$ cat src/rtl/div_result_buffer.sv
// Result buffer behind the divider: an in-order FIFO plus issue-credit accounting, so a result never finds the FIFO full.
// Latency: a result pushed at edge N is visible on out_valid/out_data after edge N; credit_ok is combinational from registers.
// Backpressure: out_ready stalls the drain only; the divider cannot stall, so issue is gated through credit_ok. Option macro: DIV_RB_MODE_TAG_EN.

// Generic storage FIFO. Callers pass already-qualified write/read enables.
module div_rb_fifo #(
  parameter int DEPTH = 8,
  parameter int WIDTH = 17,
  parameter int CW    = $clog2(DEPTH + 1)
) (
  input  logic             clk,
  input  logic             reset,
  input  logic             wr_en,
  input  logic [WIDTH-1:0] wr_dat,
  input  logic             rd_en,
  output logic [WIDTH-1:0] head_dat,
  output logic [CW-1:0]    count
);

  localparam int AW = $clog2(DEPTH);
  localparam logic [CW-1:0] CNT_ONE = CW'(1);
  localparam logic [AW-1:0] PTR_ONE = AW'(1);

  logic [WIDTH-1:0] mem [DEPTH];
  logic [AW-1:0]    wr_ptr;
  logic [AW-1:0]    rd_ptr;

  // Head is read straight from storage; there is no write-through bypass.
  assign head_dat = mem[rd_ptr];

  // Storage, pointers and occupancy. Storage is cleared on reset so the head reads zero.
  always_ff @(posedge clk) begin
    if (reset) begin
      wr_ptr <= '0;
      rd_ptr <= '0;
      count  <= '0;
      for (int i = 0; i < DEPTH; i++) begin
        mem[i] <= '0;
      end
    end else begin
      if (wr_en) begin
        mem[wr_ptr] <= wr_dat;
        wr_ptr      <= wr_ptr + PTR_ONE;
      end
      if (rd_en) begin
        rd_ptr <= rd_ptr + PTR_ONE;
      end
      case ({wr_en, rd_en})
        2'b10:   count <= count + CNT_ONE;
        2'b01:   count <= count - CNT_ONE;
        default: count <= count;
      endcase
    end
  end

endmodule

// Top level: result FIFO, in-flight counter, credit gate and sticky error.
module div_result_buffer #(
  parameter int DEPTH      = 8,
  parameter int DATA_WIDTH = 17,
  parameter int CW         = $clog2(DEPTH + 1)
) (
  input  logic                         clk,
  input  logic                         reset,
  input  logic                         issue_valid,
  input  logic                         issue_mode,
  input  logic                         div_valid,
  input  logic signed [DATA_WIDTH-1:0] div_result,
  output logic                         credit_ok,
  output logic                         out_valid,
  input  logic                         out_ready,
  output logic signed [DATA_WIDTH-1:0] out_data,
`ifdef DIV_RB_MODE_TAG_EN
  output logic                         out_mode,
`endif
  output logic [CW-1:0]                count,
  output logic                         err
);

  localparam logic [CW-1:0] DEPTH_C = CW'(DEPTH);
  localparam logic [CW-1:0] CNT_ONE = CW'(1);

`ifdef DIV_RB_MODE_TAG_EN
  localparam int FW = DATA_WIDTH + 1;
`else
  localparam int FW = DATA_WIDTH;
`endif

  logic          full;
  logic          pop;
  logic          push_ok;
  logic          push_drop;
  logic          unexpected;
  logic          tag_err;
  logic [CW-1:0] in_flight;
  logic [CW:0]   credit_sum;
  logic [FW-1:0] fifo_wr_dat;
  logic [FW-1:0] fifo_head;

  assign out_valid  = (count != '0);
  assign full       = (count == DEPTH_C);
  assign pop        = out_valid & out_ready;
  // A full FIFO still accepts a push when the head leaves in the same cycle.
  assign push_ok    = div_valid & (~full | pop);
  assign push_drop  = div_valid & full & ~pop;
  assign unexpected = div_valid & (in_flight == '0);

  // Credits cover both results still inside the divider and results already stored.
  assign credit_sum = {1'b0, in_flight} + {1'b0, count};
  assign credit_ok  = (credit_sum < {1'b0, DEPTH_C});

`ifdef DIV_RB_MODE_TAG_EN
  logic          tag_head;
  logic [CW-1:0] tag_count;
  logic          tag_empty;
  logic          tag_full;
  logic          tag_rd;
  logic          tag_wr;
  logic          tag_val;

  assign tag_empty = (tag_count == '0);
  assign tag_full  = (tag_count == DEPTH_C);
  assign tag_rd    = div_valid & ~tag_empty;
  assign tag_wr    = issue_valid & (~tag_full | tag_rd);
  // A result with no matching issue gets tag 0 and is flagged.
  assign tag_val   = tag_empty ? 1'b0 : tag_head;
  assign tag_err   = div_valid & tag_empty;

  div_rb_fifo #(
    .DEPTH (DEPTH),
    .WIDTH (1),
    .CW    (CW)
  ) u_tag_q (
    .clk      (clk),
    .reset    (reset),
    .wr_en    (tag_wr),
    .wr_dat   (issue_mode),
    .rd_en    (tag_rd),
    .head_dat (tag_head),
    .count    (tag_count)
  );

  assign fifo_wr_dat = {tag_val, div_result};
  assign out_mode    = fifo_head[DATA_WIDTH];
`else
  logic unused_issue_mode;

  assign unused_issue_mode = issue_mode;
  assign tag_err           = 1'b0;
  assign fifo_wr_dat       = div_result;
`endif

  assign out_data = fifo_head[DATA_WIDTH-1:0];

  div_rb_fifo #(
    .DEPTH (DEPTH),
    .WIDTH (FW),
    .CW    (CW)
  ) u_res_q (
    .clk      (clk),
    .reset    (reset),
    .wr_en    (push_ok),
    .wr_dat   (fifo_wr_dat),
    .rd_en    (pop),
    .head_dat (fifo_head),
    .count    (count)
  );

  // Operations inside the divider: up on issue, down on return, clamped at 0 and DEPTH.
  always_ff @(posedge clk) begin
    if (reset) begin
      in_flight <= '0;
    end else begin
      case ({issue_valid, div_valid})
        2'b10: begin
          if (in_flight != DEPTH_C) begin
            in_flight <= in_flight + CNT_ONE;
          end
        end
        2'b01: begin
          if (in_flight != '0) begin
            in_flight <= in_flight - CNT_ONE;
          end
        end
        default: in_flight <= in_flight;
      endcase
    end
  end

  // Sticky protocol error: dropped result, unexpected result, issue without credit, or missing tag.
  always_ff @(posedge clk) begin
    if (reset) begin
      err <= 1'b0;
    end else if (push_drop | unexpected | (issue_valid & ~credit_ok) | tag_err) begin
      err <= 1'b1;
    end
  end

endmodule

$ cat config.mk
export PLATFORM = sky130hd
export DESIGN_NAME = div_result_buffer
export DESIGN_NICKNAME = d
export VERILOG_FILES = /design/src/rtl/div_result_buffer.sv
export SDC_FILE = /design/constraint.sdc
export NUM_CORES = 1
export LEC_CHECK = 0
export ABC_AREA = 1
export BUFFER_PORTS_ARGS = -buffer_cell sky130_fd_sc_hd__buf_4
export CAP_MARGIN = 30
export CORE_MARGIN = 1
export CORE_UTILIZATION = 55
export CTS_CLUSTER_DIAMETER = 40
export DETAILED_ROUTE_END_ITERATION = 8
export PLACE_DENSITY = 0.74
export SLEW_MARGIN = 20
export SYNTH_ARGS = -nofsm -noshare
export SYNTH_HDL_FRONTEND = slang
export SYNTH_SLANG_ARGS = --single-unit
$ cat constraint.sdc
create_clock -name clk -period 2.1 [get_ports clk]
set_clock_uncertainty 0.05 [all_clocks]
set_input_delay 0.42 -clock clk [delete_from_list [all_inputs] [get_ports clk]]
set_output_delay 0.42 -clock clk [all_outputs]
set_load 0.05 [all_outputs]
==> results.sh, run 1 <==
export IMPL_start_util_pct=56.7
export IMPL_avgSynthCellArea_um2=9.47
export IMPL_antenna_found_initial=0
export IMPL_synthFlopType="edfxtp_1"
export IMPL_io_pins=47
export IMPL_reg2reg_from="u_res_q.count[1]$_SDFFE_PP0P_"
export IMPL_synth_fp_nets=794
export IMPL_hp_class="primary input to flip-flop"
export IMPL_dp_final_hpwl_um=10600
export IMPL_r2r_cells=14
export IMPL_area_growth_pct=26.4
export IMPL_critPathCaptureType="primary output"
export IMPL_max_freq_mhz=450
export IMPL_cts_buffers=17
export IMPL_drive_gt1_share_pct=20.6
export IMPL_grt_overflow=0
export IMPL_yosys_top_cells_count="nor2_1 (260), edfxtp_1 (136), nand2_1 (101)"
export IMPL_violations="setup timing"
export IMPL_synth_edf_count=136
export IMPL_synth_seq_cells=154
export IMPL_fin_crit_ps=2220
export IMPL_critPathKind="flip-flop to primary output"
export IMPL_path_buf_inv=2
export IMPL_crit_family="flip-flops"
export IMPL_die_w_um=116
export IMPL_crit_required_ps=1630
export IMPL_row_count=41
export IMPL_worst_pin_slew_ps=511
export IMPL_hold_viol_final=0
export IMPL_drc=0
export IMPL_port_buffers=45
export IMPL_clkSinkCount=154
export IMPL_hold_path_depth=2
export IMPL_cts_root_buf="clkbuf_16"
export IMPL_synthCells=758
export IMPL_crit_end="out_data[1]"
export IMPL_coreArea_mm2=0.0127
export IMPL_gp_congestion=0.798
export IMPL_grt_max_degree=35
export IMPL_start_kind="flip-flop"
export IMPL_total_power_mw=11.4
export IMPL_cp_cell_sequence="buf_12 > nor2_1 > nor2_1 > o21ai_0 > o21ai_1 > nand2_1 > nand2_1 > buf_6"
export IMPL_cpMaxStageDelayCell="dfxtp_4"
export IMPL_maxCapViolCount=0
export IMPL_crit_arrival_ps=1750
export IMPL_worst_slack_ps=-121
export IMPL_yosys_area_top_type="edfxtp_1"
export IMPL_cts_tree="built"
export IMPL_finalCritPeriodShare_pct=106
export IMPL_rsz0062_at_grt="true"
export IMPL_wl_per_cell_um=18.5
export IMPL_async_flop_share_pct=0
export IMPL_synthDominantCellAreaShare_pct=56.9
export IMPL_nets=882
export IMPL_setup_viol=17
export IMPL_fillCellCount=852
export IMPL_reg2reg_to="u_res_q.count[2]$_SDFFE_PP0P_"
export IMPL_reg2reg_setup_slack_ps=80
export IMPL_mappedNetlistArea_mm2=0.00718
export IMPL_drv_slew=0
export IMPL_synth_warnings=0
export IMPL_grtUsageTotal_pct=29.2
export IMPL_synth_area_leaders="edfxtp_1 (57%), nor2_1 (14%), o21ai_0 (6.6%)"
export IMPL_vias=5889
export IMPL_clk_latency_ps=430
export IMPL_peakVddDrop_mv=0.785
export IMPL_viasPerCell=5.71
export IMPL_cts_buffer_depth=2
export IMPL_dieHeight_um=116
export IMPL_diodes=0
export IMPL_wl_um=19100
export IMPL_firstDrtPassIters=5
export IMPL_seq_area_mm2=0.00446
export IMPL_crit_cells=8
export IMPL_max_stage_delay_ps=410
export IMPL_place_ws_ps=-18.9
export IMPL_synth_cell_types=25
export IMPL_die_area_mm2=0.0135
export IMPL_leakage_nw=3.86
export IMPL_synth_most_common_cell="nor2_1"
export IMPL_cp_max_fo=17
export IMPL_slew_headroom_pct=65.9
export IMPL_drtIter0Drc=672
export IMPL_power_density_mw_per_mm2=1250
export IMPL_grt_pass1_vias=5527
export IMPL_yosysSeqAreaShare_pct=61.9
export IMPL_outcome="finished with violations"
export IMPL_fin_util_pct=71.6
export IMPL_cts_clk_slew_worst_paths_ps=60
export IMPL_multi_input_area_mm2=0.00245
export IMPL_ant_nets=0
export IMPL_htreeDepth=4
export IMPL_grt_pass1_wl_um=28800
[state kept, by name (all words and copies together) (netlist names), named ones only]
signal          flops
err                 1
in_flight           4
u_res_q.count       4
u_res_q.mem       136
u_res_q.rd_ptr      3
u_res_q.wr_ptr      3
[metal layers]
metal  global-route usage [%]  share of wire [%]  vias to the layer above
li1                         -                  -                     2692
met1                     36.2                 37                     2789
met2                     49.6                 50                      357
met3                     5.86                9.7                       51
met4                     13.4                2.8                        0
met5                        0                  0                        -
[per-stage QoR]
stage | cell area (um^2) | TNS, ps | instances | hold slack (ps)
floorplan | 7200 | -22610 | 758 | 420
global placement | 7960 | 0 | 980 | 438
detailed placement | 7960 | -18.9 | 980 | 457
CTS | 8900 | -1060 | 1025 | 219
global route | 9070 | -2620 | 1031 | 226
finish | 9070 | -1070 | 1031 | 222
[timing repair]
action	CTS	global route
setup endpoints to repair	18	40
hold buffers	0	0
resized for setup	61	34
gates cloned	5	5
buffers inserted	8	2
pin swaps	7	7
endpoints found under the hold margin	0	0
[where the power goes]
part	total, mW	internal [mW]	switching, mW
Combinational	4.46	1.70	2.77
Clock	3.13	1.87	1.25
Sequential	3.76	3.57	0.189
[cells in the final DEF, fill, tap and decap left out, types with 2 or more instances in the layout]
cell | netlist | routed
ha_1 | 12 | 10
clkinv_1 | 2 | 3
o21ai_0 | 95 | 62
clkinv_2 | 0 | 2
nand3_4 | 1 | 2
dfxtp_1 | 18 | 10
xor2_1 | 4 | 4
inv_2 | 0 | 3
clkinvlp_4 | 0 | 3
buf_16 | 0 | 5
buf_4 | 0 | 65
nand2_2 | 1 | 7
buf_8 | 0 | 5
dfxtp_2 | 0 | 4
buf_12 | 0 | 10
bufinv_16 | 0 | 3
o21ai_1 | 11 | 42
o21ai_2 | 0 | 2
clkbuf_16 | 0 | 21
edfxtp_1 | 136 | 136
dfxtp_4 | 0 | 4
inv_1 | 43 | 39
nor2_1 | 260 | 255
nand2_1 | 101 | 95
a21oi_1 | 12 | 12
nor2_2 | 0 | 4
nand3_2 | 8 | 9
buf_6 | 7 | 15
xnor2_1 | 2 | 2
clkinv_4 | 0 | 3
nand3_1 | 12 | 10
[logic make-up after synthesis]
logic type,after synthesis,share of synthesized area (%)
simple gates,387,21.7
flops,154,61.9
compound gates,118,8.23
buf+inv,80,5.07
fa+ha+maj,13,2.37
xor+xnor,6,0.732
[how the worst min path moves through the flow]
stage	from	endpoint	slack [ps]
global route	reset	in_flight[1]$_SDFFE_PP0P_	230
floorplan	u_res_q.rd_ptr[2]$_SDFFE_PP0P_	flip-flop	420
CTS	reset	in_flight[0]$_SDFFE_PP0P_	220
finish	reset	in_flight[1]$_SDFFE_PP0P_	220
detailed placement	u_res_q.rd_ptr[2]$_SDFFE_PP0P_	flip-flop	460
global placement	u_res_q.rd_ptr[2]$_SDFFE_PP0P_	u_res_q.rd_ptr[2]$_SDFFE_PP0P_	440
[worst register-to-register path, cell delays in order (launching register included)]
cell	delay, ps
dfxtp_4	370
nor2_4	140
nand3_4	80
nand2_1	130
inv_2	80
ha_2	210
inv_1	80
nand2_1	60
nand2_1	90
ha_1	150
a21oi_1	50
or2_2	300
nand3_1	70
nand2_1	60
inv_1	40
[area by class of cell]
cell class	count	share of cell area, %
inverter	45	1.89
clock inverter	14	1.90
tap	172	2.37
multi-input combinational	524	27.0
sequential	154	49.2
clock buffer	18	4.73
timing repair buffer	104	12.9
(Power assumes the default switching activity.)
==> run 2, diff against run 1 <==
--- a/config.mk
+++ b/config.mk
@@ -8,11 +8,14 @@
 export ABC_AREA = 1
 export BUFFER_PORTS_ARGS = -buffer_cell sky130_fd_sc_hd__buf_4
 export CAP_MARGIN = 30
+export CELL_PAD_IN_SITES_DETAIL_PLACEMENT = 1
+export CELL_PAD_IN_SITES_GLOBAL_PLACEMENT = 2
 export CORE_MARGIN = 1
-export CORE_UTILIZATION = 55
+export CORE_UTILIZATION = 35
 export CTS_CLUSTER_DIAMETER = 40
 export DETAILED_ROUTE_END_ITERATION = 8
 export PLACE_DENSITY = 0.74
+export SETUP_SLACK_MARGIN = 0.3
 export SLEW_MARGIN = 20
 export SYNTH_ARGS = -nofsm -noshare
 export SYNTH_HDL_FRONTEND = slang
==> results.sh, run 2 (same netlist as run 1, synthesis figures left out) <==
export IMPL_layout_commonest_cell="edfxtp_1"
export IMPL_worst_slack_ps=-361
export IMPL_grtUsageTotal_pct=23.8
export IMPL_hp_class="primary input to flip-flop"
export IMPL_setup_viol=17
export IMPL_cts_root_buf="clkbuf_16"
export IMPL_power_density_mw_per_mm2=1100
export IMPL_top_register="u_res_q.mem"
export IMPL_die_area_mm2=0.0211
export IMPL_max_freq_mhz=406
export IMPL_hp_start="reset"
export IMPL_drive_gt1_share_pct=43.0
export IMPL_start_util_pct=35.6
export IMPL_crit_required_ps=1630
export IMPL_coreArea_mm2=0.0202
export IMPL_nets=938
export IMPL_ant_nets=0
export IMPL_slew_headroom_pct=52.7
export IMPL_crit_arrival_ps=1990
export IMPL_vias=6357
export IMPL_fillCellCount=2072
export IMPL_io_pins=47
export IMPL_grt_pass1_vias=6236
export IMPL_drv_slew=0
export IMPL_viasPerCell=5.36
export IMPL_htreeDepth=4
export IMPL_largest_reg_flops=136
export IMPL_cts_tree="built"
export IMPL_row_count=52
export IMPL_grt_max_degree=30
export IMPL_port_buffers=45
export IMPL_start_kind="flip-flop"
export IMPL_leakage_nw=4.47
export IMPL_place_ws_ps=44.4
export IMPL_firstDrtPassIters=5
export IMPL_hold_slack_ps=227
export IMPL_area_growth_pct=61.2
export IMPL_finalCritPeriodShare_pct=117
export IMPL_worst_pin_slew_ps=709
export IMPL_rsz0062_at_grt="true"
export IMPL_grt_overflow=0
export IMPL_antenna_found_initial=0
export IMPL_gp_congestion=0.754
export IMPL_hold_viol_final=0
export IMPL_fin_crit_ps=2460
export IMPL_dp_final_hpwl_um=13100
export IMPL_clk_latency_ps=430
export IMPL_drtIter0Drc=390
export IMPL_largestRegisters="u_res_q.mem: 136 flops, in_flight: 4 flops, u_res_q.count: 4 flops"
export IMPL_cp_max_fo=14
export IMPL_drc=0
export IMPL_peakVddDrop_mv=0.830
export IMPL_final_cell_mix="edfxtp_1 (136), nor2_1 (135), nor2_4 (108)"
export IMPL_die_w_um=145
export IMPL_critPathCaptureType="primary output"
export IMPL_outcome="finished with violations"
export IMPL_stdcell_count=1185
export IMPL_critPathKind="flip-flop to primary output"
export IMPL_placed_cells=1065
export IMPL_wl_um=29500
export IMPL_cts_buffer_depth=2
export IMPL_reg2reg_from="u_res_q.count[1]$_SDFFE_PP0P_"
export IMPL_clkSinkCount=154
export IMPL_maxCapViolCount=0
export IMPL_violations="setup timing"
export IMPL_dieHeight_um=145
export IMPL_cts_clk_slew_worst_paths_ps=60
export IMPL_wl_per_cell_um=24.9
export IMPL_diodes=0
export IMPL_cts_buffers=17
export IMPL_grt_pass1_wl_um=36500
==> run 2: cell types whose count changed in the layout (fill, tap and decap cells not counted), moves of 10 or more <==
cell	delta
nand2_1	-25
nand2_2	+12
buf_12	+21
buf_6	+10
nor2_4	+107
o21ai_1	+10
nor2_2	+13
o21ai_0	-16
nor2_1	-120
nand2_8	+24
buf_4	-17
buf_8	+19
==> run 2: per-layer routing <==
| metal | track usage (%) | wire (um) |
|---|---|---|
| met3 | 5.66 | 1680 |
| met4 | 8.68 | 1440 |
| met2 | 42.9 | 15400 |
| met1 | 27.4 | 11000 |
| met5 | 0 | 0 |
==> run 2: critical path, cell delays in order, from the launching register on <==
cell     delay, ps
dfxtp_4        410
buf_6          130
inv_8           60
buf_16         160
o21ai_0        270
o21ai_1        160
nand2_1        120
nand2_2         70
buf_8          150
==> run 2: report_power, final <==
part,switching [mW],internal (mW)
clock,1.27,1.73
sequential,0.223,3.58
combinational,3.54,2.44
total,5.03,7.75
==> run 2: path summary, 6_finish.rpt <==
kind / end / slack [ps] / depth (start not counted)
worst min-delay path: in_flight[3]$_SDFFE_PP0P_ / 230 / 2
worst max-delay path: out_data[4] / -360 / 8
worst min register to register: flip-flop / 450 / 2
worst max register to register: u_res_q.mem[7][5]$_SDFFCE_PN0P_ / 50 / 11
==> run 2: cell type report <==
class / instances / area, um^2 / area share [%]
sequential: 154 / 4470 / 38.7
multi-input combinational: 540 / 3990 / 34.5
timing repair buffer: 144 / 2040 / 17.6
clock buffer: 21 / 440 / 3.81
tap: 270 / 338 / 2.92
inverter: 45 / 186 / 1.61
clock inverter: 11 / 108 / 0.930
==> run 2: timing repair <==
action	4_1_cts	5_1_grt
resized for setup	214	260
cloned	18	14
setup endpoints to repair	169	294
hold buffers	0	0
pin swaps	78	72
buffers inserted	36	20
==> run 2: per-stage QoR <==
stage               power, mW  setup TNS (ps)  utilization, %  cell area, um^2
floorplan                6.38               0               -             7400
global placement         7.56               0            40.4             8160
detailed placement       7.65               0            40.4             8160
CTS                      11.6           -2580            50.1            10100
global route             13.3           -5040            57.4            11600
finish                   12.8           -3640            57.4            11600
